===== src/rtl/unit_cmd_master_pkg.sv =====
// Shared types for the unit command bus initiator: FSM states, response header
// layout and default buffer depths.
package unit_cmd_master_pkg;

  localparam int DEF_MAX_ARGS   = 8;
  localparam int DEF_MAX_PARAMS = 8;
  localparam int TMO_BITS       = 17;

  typedef enum logic [2:0] {
    S_IDLE,
    S_LOAD,
    S_ISSUE,
    S_EXEC,
    S_GRANT,
    S_INVOL,
    S_RSP_HDR,
    S_RSP_DATA
  } state_t;

  // Header word carries only the response code; the count travels on a sideband.
  typedef struct packed {
    logic [31:0] code;
  } rsp_hdr_t;

  function automatic logic [31:0] hdr_word(logic [31:0] code);
    rsp_hdr_t h;
    h.code = code;
    return h;
  endfunction

endpackage


===== src/rtl/unit_cmd_master_word_buf.sv =====
// Write-once-per-frame word buffer: write pointer doubles as the fill count,
// read port is a mux on the registered read pointer that returns 0 past the fill.
module word_buf
  import unit_cmd_master_pkg::*;
#(
  parameter int DEPTH = DEF_MAX_ARGS
) (
  input  logic                     clk,
  input  logic                     rst_n,
  input  logic                     clr,
  input  logic                     wr_en,
  input  logic [31:0]              wr_data,
  input  logic                     rd_rst,
  input  logic                     rd_inc,
  output logic [31:0]              rd_data,
  output logic [$clog2(DEPTH):0]   rd_ptr,
  output logic [$clog2(DEPTH):0]   count,
  output logic                     full
);

  localparam int CW = $clog2(DEPTH) + 1;
  localparam int IW = $clog2(DEPTH);

  logic [CW-1:0] count_reg;
  logic [CW-1:0] rd_ptr_reg;
  logic [31:0]   words [DEPTH];

  assign full   = (count_reg == CW'(DEPTH));
  assign count  = count_reg;
  assign rd_ptr = rd_ptr_reg;

  always_ff @(posedge clk) begin
    if (!rst_n || clr) begin
      count_reg  <= '0;
      rd_ptr_reg <= '0;
    end else begin
      if (wr_en && !full)
        count_reg <= count_reg + CW'(1);
      if (rd_rst)
        rd_ptr_reg <= '0;
      else if (rd_inc)
        rd_ptr_reg <= rd_ptr_reg + CW'(1);
    end
  end

  genvar gi;
  generate
    for (gi = 0; gi < DEPTH; gi++) begin : g_ent
      logic [31:0] word_reg;
      always_ff @(posedge clk) begin
        if (wr_en && !full && count_reg == CW'(gi))
          word_reg <= wr_data;
      end
      assign words[gi] = word_reg;
    end
  endgenerate

  assign rd_data = (rd_ptr_reg < count_reg) ? words[rd_ptr_reg[IW-1:0]] : 32'd0;

endmodule


===== src/rtl/unit_cmd_master.sv =====
// Unit command bus initiator: loads arguments, issues a command to one unit,
// collects its parameter burst and frames it as a response; arbitrates involuntary reports.
module unit_cmd_master
  import unit_cmd_master_pkg::*;
#(
  parameter int CMD_BITS   = 8,
  parameter int MAX_ARGS   = DEF_MAX_ARGS,
  parameter int MAX_PARAMS = DEF_MAX_PARAMS,
  parameter int TIMEOUT    = 65535
) (
  input  logic                          clk,
  input  logic                          rst_n,
  input  logic                          in_valid,
  input  logic [CMD_BITS-1:0]           in_cmd,
  input  logic [$clog2(MAX_ARGS):0]     in_nargs,
  output logic                          in_accept,
  input  logic [31:0]                   af_data,
  input  logic                          af_empty,
  output logic                          af_rd,
  output logic [CMD_BITS-1:0]           cmd,
  output logic                          cmd_ready,
  output logic [31:0]                   arg_data,
  input  logic                          arg_advance,
  input  logic                          cmd_done,
  input  logic [31:0]                   param_data,
  input  logic                          param_write,
  input  logic                          invol_req,
  output logic                          invol_grant,
  output logic [31:0]                   rsp_data,
  output logic                          rsp_valid,
  output logic                          rsp_last,
  input  logic                          rsp_ready,
  output logic [$clog2(MAX_PARAMS):0]   rsp_nparams,
  output logic                          timeout_err,
  output logic                          param_overflow,
  output logic                          busy
);

  localparam int AW = $clog2(MAX_ARGS) + 1;
  localparam int PW = $clog2(MAX_PARAMS) + 1;

  state_t                state_reg;
  logic [CMD_BITS-1:0]   cmd_reg;
  logic [AW-1:0]         nargs_reg;
  logic                  ret_issue_reg;
  logic [TMO_BITS-1:0]   tmo_reg;
  logic                  in_accept_reg, cmd_ready_reg, invol_grant_reg;
  logic [31:0]           rsp_data_reg;
  logic                  rsp_valid_reg, rsp_last_reg;
  logic [PW-1:0]         rsp_nparams_reg;
  logic                  timeout_err_reg, overflow_reg, busy_reg;

  logic                  arg_clr, load_pop, arg_rd_rst, arg_rd_inc, arg_full;
  logic [31:0]           arg_rd_data;
  logic [AW-1:0]         arg_cnt, arg_rd_ptr;
  logic                  prm_clr, prm_wr, prm_rd_inc, prm_full;
  logic [31:0]           prm_rd_data;
  logic [PW-1:0]         prm_cnt, prm_rd_ptr, n_cap;
  logic                  collecting, tmo_hit;

  always_comb begin
    collecting = (state_reg == S_EXEC) || (state_reg == S_INVOL);
    load_pop   = (state_reg == S_LOAD) && !af_empty && !arg_full && (arg_cnt < nargs_reg);
    arg_clr    = (state_reg == S_IDLE) && !invol_req && in_valid;
    arg_rd_rst = (state_reg == S_ISSUE);
    // Argument pointer saturates at nargs so arg_data falls to 0 after the last word.
    arg_rd_inc = (cmd_ready_reg || state_reg == S_EXEC) && arg_advance && (arg_rd_ptr < arg_cnt);
    prm_clr    = ((state_reg == S_IDLE) && (invol_req || in_valid)) || (state_reg == S_ISSUE);
    prm_wr     = collecting && param_write;
    prm_rd_inc = rsp_ready && ((state_reg == S_RSP_HDR) ||
                               (state_reg == S_RSP_DATA && !rsp_last_reg));
    n_cap      = prm_cnt + PW'(param_write && !prm_full);
    tmo_hit    = (tmo_reg == TMO_BITS'(TIMEOUT - 1));
  end

  word_buf #(.DEPTH(MAX_ARGS)) u_arg_buf (
    .clk(clk), .rst_n(rst_n), .clr(arg_clr), .wr_en(load_pop), .wr_data(af_data),
    .rd_rst(arg_rd_rst), .rd_inc(arg_rd_inc), .rd_data(arg_rd_data),
    .rd_ptr(arg_rd_ptr), .count(arg_cnt), .full(arg_full)
  );

  word_buf #(.DEPTH(MAX_PARAMS)) u_prm_buf (
    .clk(clk), .rst_n(rst_n), .clr(prm_clr), .wr_en(prm_wr), .wr_data(param_data),
    .rd_rst(1'b0), .rd_inc(prm_rd_inc), .rd_data(prm_rd_data),
    .rd_ptr(prm_rd_ptr), .count(prm_cnt), .full(prm_full)
  );

  always_ff @(posedge clk) begin
    if (!rst_n) begin
      state_reg       <= S_IDLE;
      cmd_reg         <= '0;
      nargs_reg       <= '0;
      ret_issue_reg   <= 1'b0;
      tmo_reg         <= '0;
      in_accept_reg   <= 1'b0;
      cmd_ready_reg   <= 1'b0;
      invol_grant_reg <= 1'b0;
      rsp_data_reg    <= '0;
      rsp_valid_reg   <= 1'b0;
      rsp_last_reg    <= 1'b0;
      rsp_nparams_reg <= '0;
      timeout_err_reg <= 1'b0;
      overflow_reg    <= 1'b0;
      busy_reg        <= 1'b0;
    end else begin
      in_accept_reg   <= 1'b0;
      cmd_ready_reg   <= 1'b0;
      invol_grant_reg <= 1'b0;
      if (prm_wr && prm_full)
        overflow_reg <= 1'b1;
      case (state_reg)
        S_IDLE: begin
          if (invol_req) begin
            invol_grant_reg <= 1'b1;
            ret_issue_reg   <= 1'b0;
            tmo_reg         <= '0;
            busy_reg        <= 1'b1;
            state_reg       <= S_INVOL;
          end else if (in_valid) begin
            cmd_reg       <= in_cmd;
            nargs_reg     <= in_nargs;
            in_accept_reg <= 1'b1;
            busy_reg      <= 1'b1;
            state_reg     <= (in_nargs == '0) ? S_ISSUE : S_LOAD;
          end
        end
        S_LOAD: begin
          if (load_pop && (arg_cnt + AW'(1) == nargs_reg))
            state_reg <= S_ISSUE;
        end
        S_ISSUE: begin
          tmo_reg <= '0;
          if (invol_req) begin
            invol_grant_reg <= 1'b1;
            ret_issue_reg   <= 1'b1;
            state_reg       <= S_INVOL;
          end else begin
            cmd_ready_reg <= 1'b1;
            state_reg     <= S_EXEC;
          end
        end
        S_EXEC, S_INVOL: begin
          if (cmd_done) begin
            if (n_cap == '0) begin
              state_reg     <= ret_issue_reg ? S_ISSUE : S_IDLE;
              busy_reg      <= ret_issue_reg;
              ret_issue_reg <= 1'b0;
            end else begin
              rsp_data_reg    <= hdr_word(param_data);
              rsp_nparams_reg <= n_cap;
              rsp_valid_reg   <= 1'b1;
              rsp_last_reg    <= 1'b0;
              state_reg       <= S_RSP_HDR;
            end
          end else if (tmo_hit) begin
            timeout_err_reg <= 1'b1;
            ret_issue_reg   <= 1'b0;
            busy_reg        <= 1'b0;
            state_reg       <= S_IDLE;
          end else begin
            tmo_reg <= tmo_reg + TMO_BITS'(1);
          end
        end
        S_RSP_HDR: begin
          if (rsp_ready) begin
            rsp_data_reg <= prm_rd_data;
            rsp_last_reg <= (prm_rd_ptr + PW'(1) == prm_cnt);
            state_reg    <= S_RSP_DATA;
          end
        end
        S_RSP_DATA: begin
          if (rsp_ready) begin
            if (rsp_last_reg) begin
              rsp_data_reg    <= '0;
              rsp_valid_reg   <= 1'b0;
              rsp_last_reg    <= 1'b0;
              rsp_nparams_reg <= '0;
              state_reg       <= ret_issue_reg ? S_ISSUE : S_IDLE;
              busy_reg        <= ret_issue_reg;
              ret_issue_reg   <= 1'b0;
            end else begin
              rsp_data_reg <= prm_rd_data;
              rsp_last_reg <= (prm_rd_ptr + PW'(1) == prm_cnt);
            end
          end
        end
        default: begin
          state_reg <= S_IDLE;
          busy_reg  <= 1'b0;
        end
      endcase
    end
  end

  assign in_accept      = in_accept_reg;
  assign af_rd          = load_pop;
  assign cmd            = cmd_reg;
  assign cmd_ready      = cmd_ready_reg;
  assign arg_data       = arg_rd_data;
  assign invol_grant    = invol_grant_reg;
  assign rsp_data       = rsp_data_reg;
  assign rsp_valid      = rsp_valid_reg;
  assign rsp_last       = rsp_last_reg;
  assign rsp_nparams    = rsp_nparams_reg;
  assign timeout_err    = timeout_err_reg;
  assign param_overflow = overflow_reg;
  assign busy           = busy_reg;

endmodule

===== config.mk =====
export PLATFORM = sky130hd
export DESIGN_NAME = unit_cmd_master
export DESIGN_NICKNAME = d
export VERILOG_FILES = /design/src/rtl/unit_cmd_master_pkg.sv /design/src/rtl/unit_cmd_master_word_buf.sv /design/src/rtl/unit_cmd_master.sv
export SDC_FILE = /design/constraint.sdc
export NUM_CORES = 1
export LEC_CHECK = 0
export BUFFER_PORTS_ARGS = -buffer_cell sky130_fd_sc_hd__buf_2
export CAP_MARGIN = 20
export CORE_UTILIZATION = 50
export CTS_CLUSTER_SIZE = 8
export DETAILED_ROUTE_END_ITERATION = 10
export GPL_ROUTABILITY_DRIVEN = 0
export HOLD_SLACK_MARGIN = 0.12
export PLACE_DENSITY = 0.69
export SLEW_MARGIN = 0
export SYNTH_ARGS = -nofsm -noshare
export SYNTH_HDL_FRONTEND = slang
export SYNTH_SLANG_ARGS = --single-unit

===== constraint.sdc =====
create_clock -name clk -period 5.94 [get_ports clk]
set_input_delay 0.891 -clock clk [delete_from_list [all_inputs] [get_ports clk]]
set_output_delay 0.891 -clock clk [all_outputs]
set_load 0.05 [all_outputs]

==> summary by stage <==
Clocking
The later pin in the worst-skew pair is clocked with a latency of 0.62 ns. The CTS root buffer is clkbuf_16. The clock slew seen by the registers of the worst setup and hold paths is 0.05 ns.

The clock tree from TritonCTS is yes. TritonCTS created 85 clock buffers. In this run the number of H-tree levels came out at 3.

The number of buffers added to fix hold violations after cts is 0. The clock passes through at most 3 buffers. CTS saw 605 sinks. The number of gates resized after CTS was 0. Post-CTS timing repair inserted 0 buffers for setup.

Power
Net switching is 24.5% of the power. Summed over all nets, the switching power comes to 2.49 mW. The internal portion of total power is 7.69 mW. The leakage component of the power is 9.39 nW. The power share of the sequential group is 47.3%. The share of total power dissipated in combinational logic is 9.2%. The power density of the placed cells is 361 nW/um2. IR analysis of the VDD net gives a maximum drop of 283 uV. The clock network is responsible for 43.5% of the overall power.

Synthesis
The flip-flop and latch count after synthesis is 605. The area share of the largest cell type after synthesis is 63.2%. The prevailing post-synth register cell is edfxtp_1.

The cell count after synthesis came out at 1,457. The yosys synthesis warning count is 0. Summing every instance area after synthesis gives 24,300 um2. The average footprint of a synthesized cell is 16.7 um2. Synthesis produced a netlist with a net count of 1,567. The largest total area in the synthesized netlist belongs to edfxtp_1. Yosys attributes the largest share of cell area to edfxtp_1 (63%), mux4_2 (12%), dfxtp_1 (7.6%), nand2_1 (2.5%), mux2i_1 (1.6%).

The proportion of synthesized chip area in sequential cells is 70.8%. The number of library cell types mapped by synthesis is 65. The number of flops mapped to enable cells by yosys is 512. For this run, asynchronously set or reset flops after synthesis account for 0%.

Run
Across the run, the number of max-cap violations was 0.

Floorplan
Measured along the x axis, the die boundary spans 223 um. The I/O pin count is 170. The die is 223 um tall. The core box area is 47,800 um2. The number of placement rows is 80.

The die covers 49,600 um2. The initial utilization of the core area, before any placement, comes to 50.9%.

Global route
Entering global routing, the biggest net connects 49 pins. After global routing the overflow that remains totals 0. The number of global-route vias before repair is 14,000. Global routing used 21.6% of the available tracks across all layers. The initial antenna violation count is 7. The first-pass GRT wire length is 80.9 mm.

Routing
The total detailed-routing wirelength is 52.7 mm. In this run the remaining antenna-violating nets after routing total 0. The routed layout has 13,700 vias. The ratio of routed vias to standard cells is 5.89. For this run, design rule violations remaining after detail routing come to 0. The length of the first detailed-routing pass in iterations is 5. In the final routed layout, each cell accounts on average for 22.8 um. The first-iteration detailed-routing DRC count is 1,128.

STA
The final-report hold violation count is 0. For this run, the top clock speed supported by timing is 0.245 GHz. Counting I/O delays and the setup requirement, the final critical path takes 4.08 ns. The worst pin sits at a relative slew slack of 27.4%.

The final period utilization is 68.6%. Setup violations remaining at the end of the flow were counted as 0. Setup repair after global routing left no endpoint under its margin. The max-slew violation count is 0.

The worst hold slack across all endpoints is 0.453 ns. The setup skew after layout is 0.0316 ns. For the pin with the worst max-slew slack, the measured transition is 1.09 ns. The final-layout setup total negative slack is 0 ns.

Finish
The ratio of cells with drive above 1 in the final layout is 25.8%. In the final design database the tool counted 1,751 nets. The finished cells cover 28,200 um2. The count of cells in the finished layout, fillers not included, comes to 2,317.

The area overhead of the layout relative to synthesis is 16.0%.

Setup path
The data required time of the critical path is 5.05 ns. The worst setup path is captured at an output pin. The data arrival at the endpoint of the critical path is 3.18 ns. The launching element type of the critical path is a flop.

The class of the most critical setup path is reg2out. The largest driver fanout on the critical path is 37.

Placement
The detailed-placement wirelength estimate is 27.8 mm. The count of input and output buffers is 169. The post-place instance area is 25,700 um2. The total instance count after detailed placement is 2,169.

Outcome
The run finished with clean final reports.

Hold path
The class of the worst hold path is reg2reg.
cells in the mapped netlist (all sizes together) (7+ instances only):
cell    count
nand2     164
inv        20
a22o       10
xnor2      17
nand4      39
buf        37
a311oi     34
and2       11
edfxtp    512
mux2i      38
mux4      128
o21ai      20
ha         25
xor2        7
nand3      18
nand2b     12
and3       11
a21oi      27
clkbuf     50
dfxtp      93
nor2       69
nor3       43
cell families (layout without fill, tap and decap cells):
group	Yosys count	in the layout	share of synthesized area (%)
buffers and inverters	108	350	1.84
XOR/XNOR	25	25	0.992
multiplexers	167	167	13.5
flip-flops	605	605	70.8
other	0	3	0
adder cells (fa/ha/maj)	26	26	1.33
AND/OR/NAND/NOR	396	396	7.67
AO/OA/AOI/OAI	130	130	3.90
stage by stage:
stage,util [%],setup WS [ns],power [mW]
2_1_floorplan,-,2.70,5.54
3_3_place_gp,53.8,2.35,5.80
3_5_place_dp,53.8,2.28,5.83
4_1_cts,59.0,1.71,10.3
5_1_grt,59.0,1.60,10.5
6_report,59.0,1.86,10.2
critical path, cell delays in order (launching register included):
cell and delay, ns:
dfxtp_4 0.81, buf_4 0.63, mux4_2 0.57, mux2i_1 0.25
nor2_1 0.07, buf_2 0.22
worst paths after layout:
check | from | end | slack [ns] | depth (start not counted)
worst max register to register | state_reg[1]$_SDFFE_PN0P_ | rsp_data[15]$_SDFFE_PN0P_ | 2.12 | 5
worst min register to register | rsp_valid$_SDFFE_PN0P_ | rsp_valid$_SDFFE_PN0P_ | 0.45 | 2
worst min-delay path | rsp_valid$_SDFFE_PN0P_ | rsp_valid$_SDFFE_PN0P_ | 0.45 | 2
worst max-delay path | u_arg_buf.rd_ptr[0]$_SDFFE_PP0P_ | arg_data[19] | 1.86 | 5
power groups by stage:
| stage | Sequential, mW | Combinational (mW) | Clock [mW] |
|---|---|---|---|
| after floorplan | 5.01 | 0.530 | 0 |
| after global placement | 4.89 | 0.912 | 0 |
| after detailed placement | 4.89 | 0.931 | 0 |
| after CTS | 4.82 | 0.935 | 4.51 |
| after global routing | 4.83 | 1.01 | 4.67 |
| final | 4.82 | 0.935 | 4.43 |
layout make-up:
cell class	instances	area [um2]
antenna	3	7.51
clock buffer	140	2360
clock inverter	5	108
fill	3565	19600
inverter	21	78.8
multi-input combinational	744	6690
sequential	605	17200
tap	615	769
timing repair buffer	184	958
cell usage in the layout, fill, tap and decap left out, types with 15 or more instances in the layout:
| cell type | count |
|---|---|
| edfxtp_1 | 512 |
| buf_2 | 169 |
| nand2_1 | 163 |
| mux4_2 | 128 |
| dfxtp_1 | 88 |
| clkbuf_16 | 86 |
| nor2_1 | 68 |
| clkbuf_1 | 53 |
| nor3_1 | 41 |
| mux2i_1 | 38 |
| nand4_1 | 38 |
| a311oi_1 | 34 |
| a21oi_1 | 26 |
| ha_1 | 25 |
| inv_1 | 19 |
| nand3_1 | 18 |
| xnor2_1 | 17 |
| buf_4 | 15 |
routing by layer:
| layer | up-vias | track usage [%] | routed length, um |
|---|---|---|---|
| li1 | 6144 | - | - |
| met1 | 6905 | 28.7 | 22100 |
| met2 | 495 | 34.7 | 25400 |
| met3 | 103 | 5.36 | 3820 |
| met4 | 8 | 8.01 | 1350 |
| met5 | - | 0 | 49 |
Note: power is estimated with default switching activity, not from simulation.
